--- src/rtl/mux4_rr_arbiter.sv ---
// Round-robin arbiter that owns the select of a shared mux4_1 datapath.
// Grants are registered; a hold limit forces rotation only while others are waiting.
module mux4_rr_arbiter #(
    parameter int unsigned MAX_HOLD = 4,
    parameter int unsigned CNT_W    = 3
) (
    input  logic       clk,
    input  logic       reset,
    input  logic [3:0] req,
    output logic [3:0] gnt,
    output logic [1:0] S,
    output logic       busy
);

    localparam logic [0:0] StIdle  = 1'b0;
    localparam logic [0:0] StGrant = 1'b1;

    localparam logic [CNT_W-1:0] CntMax = CNT_W'(MAX_HOLD - 1);

    logic [0:0]       state_q, state_d;
    logic [1:0]       ptr_q, ptr_d;
    logic [CNT_W-1:0] cnt_q, cnt_d;
    logic [3:0]       gnt_q, gnt_d;
    logic [1:0]       s_q, s_d;

    logic [3:0] others;
    logic [1:0] nxt;

    // First set bit of v, searching base, base+1, ... modulo 4.
    function automatic logic [1:0] rr_pick(input logic [3:0] v, input logic [1:0] base);
        logic [1:0] idx;
        rr_pick = base;
        for (int i = 3; i >= 0; i--) begin
            idx = base + 2'(i);
            if (v[idx]) rr_pick = idx;
        end
    endfunction

    assign others = req & ~gnt_q;
    assign nxt    = s_q + 2'd1;

    always_comb begin
        state_d = state_q;
        ptr_d   = ptr_q;
        cnt_d   = cnt_q;
        gnt_d   = gnt_q;
        s_d     = s_q;
        unique case (state_q)
            StIdle: begin
                if (req != 4'b0000) begin
                    state_d = StGrant;
                    s_d     = rr_pick(req, ptr_q);
                    gnt_d   = 4'b0001 << rr_pick(req, ptr_q);
                    cnt_d   = '0;
                end
            end
            StGrant: begin
                if (!req[s_q] || (others != 4'b0000 && cnt_q == CntMax)) begin
                    ptr_d = nxt;
                    cnt_d = '0;
                    if (others != 4'b0000) begin
                        s_d   = rr_pick(others, nxt);
                        gnt_d = 4'b0001 << rr_pick(others, nxt);
                    end else begin
                        state_d = StIdle;
                        gnt_d   = 4'b0000;
                    end
                end else if (cnt_q != CntMax) begin
                    // Saturates when uncontested so a late requester waits at most one cycle.
                    cnt_d = cnt_q + CNT_W'(1);
                end
            end
            default: state_d = StIdle;
        endcase
    end

    always_ff @(posedge clk) begin
        if (reset) begin
            state_q <= StIdle;
            ptr_q   <= 2'd0;
            cnt_q   <= '0;
            gnt_q   <= 4'b0000;
            s_q     <= 2'd0;
        end else begin
            state_q <= state_d;
            ptr_q   <= ptr_d;
            cnt_q   <= cnt_d;
            gnt_q   <= gnt_d;
            s_q     <= s_d;
        end
    end

    assign gnt  = gnt_q;
    assign S    = s_q;
    assign busy = |gnt_q;

endmodule
--- config.mk ---
export PLATFORM = sky130hd
export DESIGN_NAME = mux4_rr_arbiter
export DESIGN_NICKNAME = d
export VERILOG_FILES = /design/src/rtl/mux4_rr_arbiter.sv
export SDC_FILE = /design/constraint.sdc
export NUM_CORES = 1
export LEC_CHECK = 0
export BUFFER_PORTS_ARGS = -buffer_cell sky130_fd_sc_hd__buf_2
export CORE_MARGIN = 5
export CORE_UTILIZATION = 35
export CTS_CLUSTER_SIZE = 20
export DETAILED_ROUTE_END_ITERATION = 6
export HOLD_SLACK_MARGIN = 0.1
export MAX_ROUTING_LAYER = met4
export SYNTH_ARGS = -nofsm -noshare
export SYNTH_HDL_FRONTEND = slang
export SYNTH_SLANG_ARGS = --single-unit
--- constraint.sdc ---
create_clock -name clk -period 1.6 [get_ports clk]
set_input_delay 0.24 -clock clk [delete_from_list [all_inputs] [get_ports clk]]
set_output_delay 0.24 -clock clk [all_outputs]
set_load 0.005 [all_outputs]
==> reports/results.ini, run 1 <==
[timing]
hold_viol_final = 0
finalSetupViolations = 7
period_needed_ns = 1.678
fmax_mhz = 596.1
layout_setup_ws_ns = -0.07758
drv_slew = 0
slew_headroom_pct = 76.98
skew_ns = 0.01062
finalCritPeriodShare_pct = 104.8
worstMarginPinSlew_ns = 0.3446
rsz0062_at_grt = yes

[finish]
diodes = 0
fin_nets = 160
final_util_pct = 57.46
drive_above_1_share_pct = 54.97
final_common_cell = buf_4
most-common-layout-cells = buf_4, nor2_1, buf_2
area_delta_synth_final_pct = 59.12
stdcell_count = 181

[global_route]
grt_use_total_pct = 18.20
grt_overflow = 0
grt_pass1_wl_mm = 4.754
grt_pass1_vias = 1031
grt_max_degree = 13
antenna_found_initial = 0

[power_and_ir_drop]
p_leak_nw = 0.5883
ir_drop_uv = 572.1
p_total_mw = 1.301
power.density_nw_per_um2 = 930.9

[routing]
remaining_drc_errors = 0
totalWireLength_mm = 2.865
num_vias = 1007
dr.pass1.iters = 4
wl_per_cell_um = 15.83
drtAntennaViolNets = 0
viasPerCell = 5.564
drt_iter0_drc = 32

[yosys]
syn_inst = 109
ys.flop_type = dfxtp_1
yosysWarnings = 0
seq_area_frac_synth_pct = 27.35
syn_area_um2 = 878.3
postSynth.asyncResetShare_pct = 0
synthesis.nets = 117
ys_ff_latch = 12
synth_edf_count = 0
yosysUniqueCellTypes = 44
synth.avg_cell_area_um2 = 8.058

[setup_path]
start_kind = register
crit_type = register to register
cp_cell_sequence = mux4_2, nand2b_4, and3_4, a32oi_1, nor2_1
max_stage_delay_ns = 0.56
required_ns = 1.79
path_delay_family = multiplexers
cp-end-kind = register
cp_data_arrival_time_ns = 1.87
crit_slowest_cell = mux4_2
cp_max_fo = 4
path_buf_inv = 0

[clock_network]
clockBufferDepth = 2
cts_made_buffers = 3
htreeDepth = 1
clkTransAtPathRegs_ns = 0.09
cts_tree = done
clkLatencyLatePin_ns = 0.30
cts.sinks = 12
root_buffer = clkbuf_4

[floorplan]
chipWidth_um = 60.10
die-height_um = 60.10
die_area_um2 = 3611
pin_count = 13
coreArea_um2 = 2432
rows = 18
start_util_pct = 36.11

[place]
dp_cells = 173
place_congestion = 0.9104
portBuffers = 12
hpwl_mm = 2.148

[outcome]
failed_checks = setup timing
status = finished with violations

[job]
drv_cap = 0

[hold_path]
holdCritPathClass = primary input to register

==> cells by family (layout without fill, tap and decap cells) <==
| kind of cell | count (synthesis) | count (layout) | share of synthesized area (%) |
|---|---|---|---|
| xor+xnor | 1 | 1 | 0.9973 |
| compound gates | 37 | 37 | 30.91 |
| buf+inv | 7 | 49 | 3.277 |
| mux | 1 | 1 | 2.564 |
| flops | 12 | 12 | 27.35 |
| fa+ha+maj | 2 | 2 | 2.849 |
| simple gates | 49 | 49 | 32.05 |
==> flip-flops by register name (all words and copies together) (netlist names) <==
register,count
ptr_q,2
state_q,1
cnt_q,3
S,2
gnt,4
==> per-layer routing <==
metal  wire, um  global-route usage, %
met1       1275                  21.26
met2       1461                  30.09
met5          0                      -
met4         57                  7.911
met3         70                  3.456
==> stage by stage <==
stage	instance area [um2]	setup slack [ns]	hold slack (ns)	setup TNS [ns]
final	1398	-0.07758	0.2579	-0.2518
after global routing	1398	-0.1221	0.2742	-0.9680
after CTS	1301	-0.07281	0.2542	-0.2371
after detailed placement	1184	-0.2035	0.4844	-1.056
after global placement	1184	-0.1529	0.4844	-0.6262
after floorplan	914.6	-0.04187	0.3121	-0.1183
==> power by group <==
part / switching (mW) / total (mW) / internal [mW]
sequential: 0.0528 / 0.397 / 0.344
clock: 0.119 / 0.258 / 0.139
combinational: 0.303 / 0.646 / 0.342
total: 0.475 / 1.30 / 0.826
==> final timing paths <==
check / startpoint / endpoint / slack [ns] / depth (start not counted)
worst max-delay path: S[0]$_SDFFE_PP0P_ / cnt_q[1]$_SDFFE_PP0P_ / -0.08 / 5
worst min-delay path: reset / ptr_q[0]$_SDFFE_PP0P_ / 0.26 / 2
worst max register to register: S[0]$_SDFFE_PP0P_ / cnt_q[1]$_SDFFE_PP0P_ / -0.08 / 5
worst min register to register: cnt_q[2]$_SDFFE_PP0P_ / cnt_q[2]$_SDFFE_PP0P_ / 0.53 / 2
==> Yosys cell counts (all sizes together), types with 2 or more instances <==
library cell	instances	area, um2
nor2	14	52.55
dfxtp	12	240.2
a21oi	8	43.79
nor2b	7	43.79
a211oi	5	42.54
nand2b	5	33.78
o21ai	4	20.02
a31oi	3	18.77
and2	3	18.77
inv	3	11.26
nand2	3	11.26
nand3b	3	22.52
a311oi	2	17.52
a32oi	2	17.52
and2b	2	16.27
buf	2	10.01
clkbuf	2	7.510
ha	2	25.02
nand3	2	15.01
nand4	2	12.51
nor3	2	10.01
o22ai	2	12.51
o41ai	2	17.52
or4	2	15.01
==> repair_timing <==
item | CTS | global route
setup endpoints to repair | 12 | 12
gates resized for setup | 15 | 22
cloned | 0 | 0
pin swaps | 11 | 18
hold buffers | 0 | 0
setup buffers | 4 | 1
==> final cells by class <==
type                            count  area (um2)
Timing Repair Buffer               42       296.5
Tap cell                           30       37.54
Clock buffer                        4       36.28
Inverter                            3       11.26
Sequential cell                    12       259.0
Fill cell                         216        1035
Multi-Input combinational cell     90       757.0
Note: power is estimated with default switching activity, not from simulation.
==> inputs of run 2 (changes only) <==
--- a/config.mk
+++ b/config.mk
@@ -8,6 +8,7 @@
 export BUFFER_PORTS_ARGS = -buffer_cell sky130_fd_sc_hd__buf_2
 export CORE_MARGIN = 5
 export CORE_UTILIZATION = 35
+export CTS_BUF_LIST = sky130_fd_sc_hd__clkbuf_8
 export CTS_CLUSTER_SIZE = 20
 export DETAILED_ROUTE_END_ITERATION = 6
 export HOLD_SLACK_MARGIN = 0.1
==> constraint.sdc (replaced) <==
create_clock -name clk -period 1.8 [get_ports clk]
set_input_delay 0.27 -clock clk [delete_from_list [all_inputs] [get_ports clk]]
set_output_delay 0.27 -clock clk [all_outputs]
set_load 0.005 [all_outputs]
==> reports/results.ini, run 2 (synthesis gave the netlist of run 1 again) <==
[finish]
diodes = 0  ; unchanged
fin_nets = 138  ; was 160
drive_above_1_share_pct = 31.01  ; was 54.97%
fillCellCount = 247  ; was 216
final_area_um2 = 1115  ; was 1398 um2
largest_reg_flops = 4  ; unchanged
area_delta_synth_final_pct = 26.92  ; was 59.12%
final_common_cell = nor2_1  ; was buf_4
most-common-layout-cells = nor2_1, buf_2, dfxtp_1  ; was buf_4, nor2_1, buf_2

[routing]
wl_per_cell_um = 15.53  ; was 15.83 um
dr.pass1.iters = 4  ; unchanged
totalWireLength_mm = 2.470  ; was 2.865 mm
drtAntennaViolNets = 0  ; unchanged
remaining_drc_errors = 0  ; unchanged
viasPerCell = 5.805  ; was 5.564
drt_iter0_drc = 27  ; was 32
num_vias = 923  ; was 1007

[timing]
worstMarginPinSlew_ns = 0.5759  ; was 0.3446 ns
finalCritPeriodShare_pct = 94.17  ; was 104.8%
period_needed_ns = 1.695  ; was 1.678 ns
skew_ns = 0.005058  ; was 0.01062 ns
layout_setup_ws_ns = 0.1050  ; was -0.07758 ns
slew_headroom_pct = 61.11  ; was 76.98%
finalSetupViolations = 0  ; was 7
setup-tns-final_ns = 0  ; was -0.2518 ns
fin_hold_ws_ns = 0.3639  ; was 0.2579 ns
drv_slew = 0  ; unchanged
hold_viol_final = 0  ; unchanged
rsz0062_at_grt = no  ; was yes
fmax_mhz = 590.0  ; was 596.1 MHz

[outcome]
status = finished, final reports clean  ; was finished with violations

[clock_network]
root_buffer = clkbuf_8  ; was clkbuf_4
clkLatencyLatePin_ns = 0.25  ; was 0.30 ns
cts_hold_buf = 0  ; unchanged
clkTransAtPathRegs_ns = 0.06  ; was 0.09 ns
cts.sinks = 12  ; unchanged
htreeDepth = 1  ; unchanged
cts_made_buffers = 3  ; unchanged
cts_tree = done  ; unchanged
clockBufferDepth = 2  ; unchanged

[setup_path]
endpoint = gnt[1]$_SDFFE_PP0P_  ; was cnt_q[1]$_SDFFE_PP0P_
cp_data_arrival_time_ns = 1.87  ; about the same
start_kind = register  ; unchanged
required_ns = 1.98  ; was 1.79 ns
r2r_slack_ns = 0.10  ; was -0.08 ns
r2r_end = gnt[1]$_SDFFE_PP0P_  ; was cnt_q[1]$_SDFFE_PP0P_
worstRegToRegCells = 5  ; unchanged
cp_max_fo = 5  ; was 4
crit_type = register to register  ; unchanged
cp-end-kind = register  ; unchanged
reg2reg_from = gnt[2]$_SDFFE_PP0P_  ; was S[0]$_SDFFE_PP0P_
crit_slowest_cell = o32a_1  ; was mux4_2
cp_cell_sequence = and2b_2, a211oi_2, a211oi_2, o32a_1, a211oi_2  ; was mux4_2, nand2b_4, and3_4, a32oi_1, nor2_1
max_stage_delay_ns = 0.40  ; was 0.56 ns
cpMostUsedCell = a211oi_2
startpoint = gnt[2]$_SDFFE_PP0P_  ; was S[0]$_SDFFE_PP0P_

[place]
place_congestion = 0.9333  ; was 0.9104
place_ws_ns = 0.02540  ; was -0.2035 ns
place_area_um2 = 1011  ; was 1184 um2
portBuffers = 12  ; unchanged
hpwl_mm = 1.802  ; was 2.148 mm

[global_route]
grt_overflow = 0  ; unchanged
grt_pass1_wl_mm = 3.829  ; was 4.754 mm
antenna_found_initial = 0  ; unchanged
grt_max_degree = 13  ; unchanged
grt_use_total_pct = 14.91  ; was 18.20%
grt_pass1_vias = 842  ; was 1031

[power_and_ir_drop]
seqPwrFrac_pct = 31.9  ; was 30.5%
internal_power_mw = 0.6923  ; was 0.8258 mW
combinationalPowerShare_pct = 39.2  ; was 49.6%
power_frac_clock_pct = 29.0  ; was 19.9%
switching_share_pct = 34.99  ; was 36.53%
p_leak_nw = 0.4523  ; was 0.5883 nW
ir_drop_uv = 525.5  ; was 572.1 uV
p_sw_mw = 0.3726  ; was 0.4753 mW
power.density_nw_per_um2 = 955.2  ; was 930.9 nW/um2

[floorplan]
die_area_um2 = 3611  ; unchanged
rows = 18  ; unchanged
coreArea_um2 = 2432  ; unchanged
die-height_um = 60.10  ; unchanged
pin_count = 13  ; unchanged
chipWidth_um = 60.10  ; unchanged
start_util_pct = 36.11  ; unchanged

[hold_path]
holdCritPathClass = primary input to register  ; unchanged

[job]
drv_cap = 0  ; unchanged

run 2: cell types whose count changed in the layout (fill, tap and decap cells not counted), sizes merged:
cell	change
buf	-22
run 2: final cells by class:
class | instances | area (um2) | share of cell area (%)
Multi-Input combinational cell | 90 | 649.4 | 58.25
Inverter | 3 | 11.26 | 1.010
Tap cell | 30 | 37.54 | 3.367
Timing Repair Buffer | 20 | 120.1 | 10.77
Sequential cell | 12 | 241.5 | 21.66
Clock buffer | 4 | 55.05 | 4.938
run 2: power by group through the flow:
stage                     registers (mW)  logic (mW)  clock network (mW)
after CTS                          0.336       0.381               0.312
after global placement             0.341       0.378                   0
after global routing               0.345       0.455               0.328
after detailed placement           0.342       0.379                   0
after floorplan                    0.334       0.256                   0
final                              0.339       0.417               0.308
run 2: per-layer routing:
metal / global-route usage (%) / share of wire (%)
met4: 8.861 / 2.8
met1: 18.23 / 47
met3: 2.592 / 3.2
met5: - / 0
met2: 22.69 / 47
run 2: timing repair:
action | 4_1_cts | 5_1_grt
setup endpoints to repair | 0 | 7
gates resized for setup | 0 | 10
setup buffers | 0 | 1
run 2: how the worst min path moves through the flow:
stage,startpoint,endpoint,slack (ns),cells past startpoint
2_1_floorplan,reset,gnt[0]$_SDFFE_PP0P_,0.34,1
3_3_place_gp,cnt_q[2]$_SDFFE_PP0P_,cnt_q[2]$_SDFFE_PP0P_,0.49,2
3_5_place_dp,cnt_q[2]$_SDFFE_PP0P_,cnt_q[2]$_SDFFE_PP0P_,0.50,2
4_1_cts,reset,cnt_q[0]$_SDFFE_PP0P_,0.34,2
5_1_grt,reset,cnt_q[2]$_SDFFE_PP0P_,0.37,2
6_report,reset,ptr_q[0]$_SDFFE_PP0P_,0.36,2
run 2: metrics by stage:
| stage | std cells | power, mW | util (%) |
|---|---|---|---|
| after floorplan | 109 | 0.5904 | - |
| after global placement | 154 | 0.7180 | 41.56 |
| final | 159 | 1.065 | 45.83 |
| after detailed placement | 154 | 0.7211 | 41.56 |
| after CTS | 158 | 1.029 | 43.83 |
| after global routing | 159 | 1.127 | 45.83 |
run 2: worst max-delay path, delay by kind of cell, from the launching register on:
kind             cells  cell delay [ns]
flip-flops           1             0.35
AO/OA/AOI/OAI        4             0.99
AND/OR/NAND/NOR      1             0.27
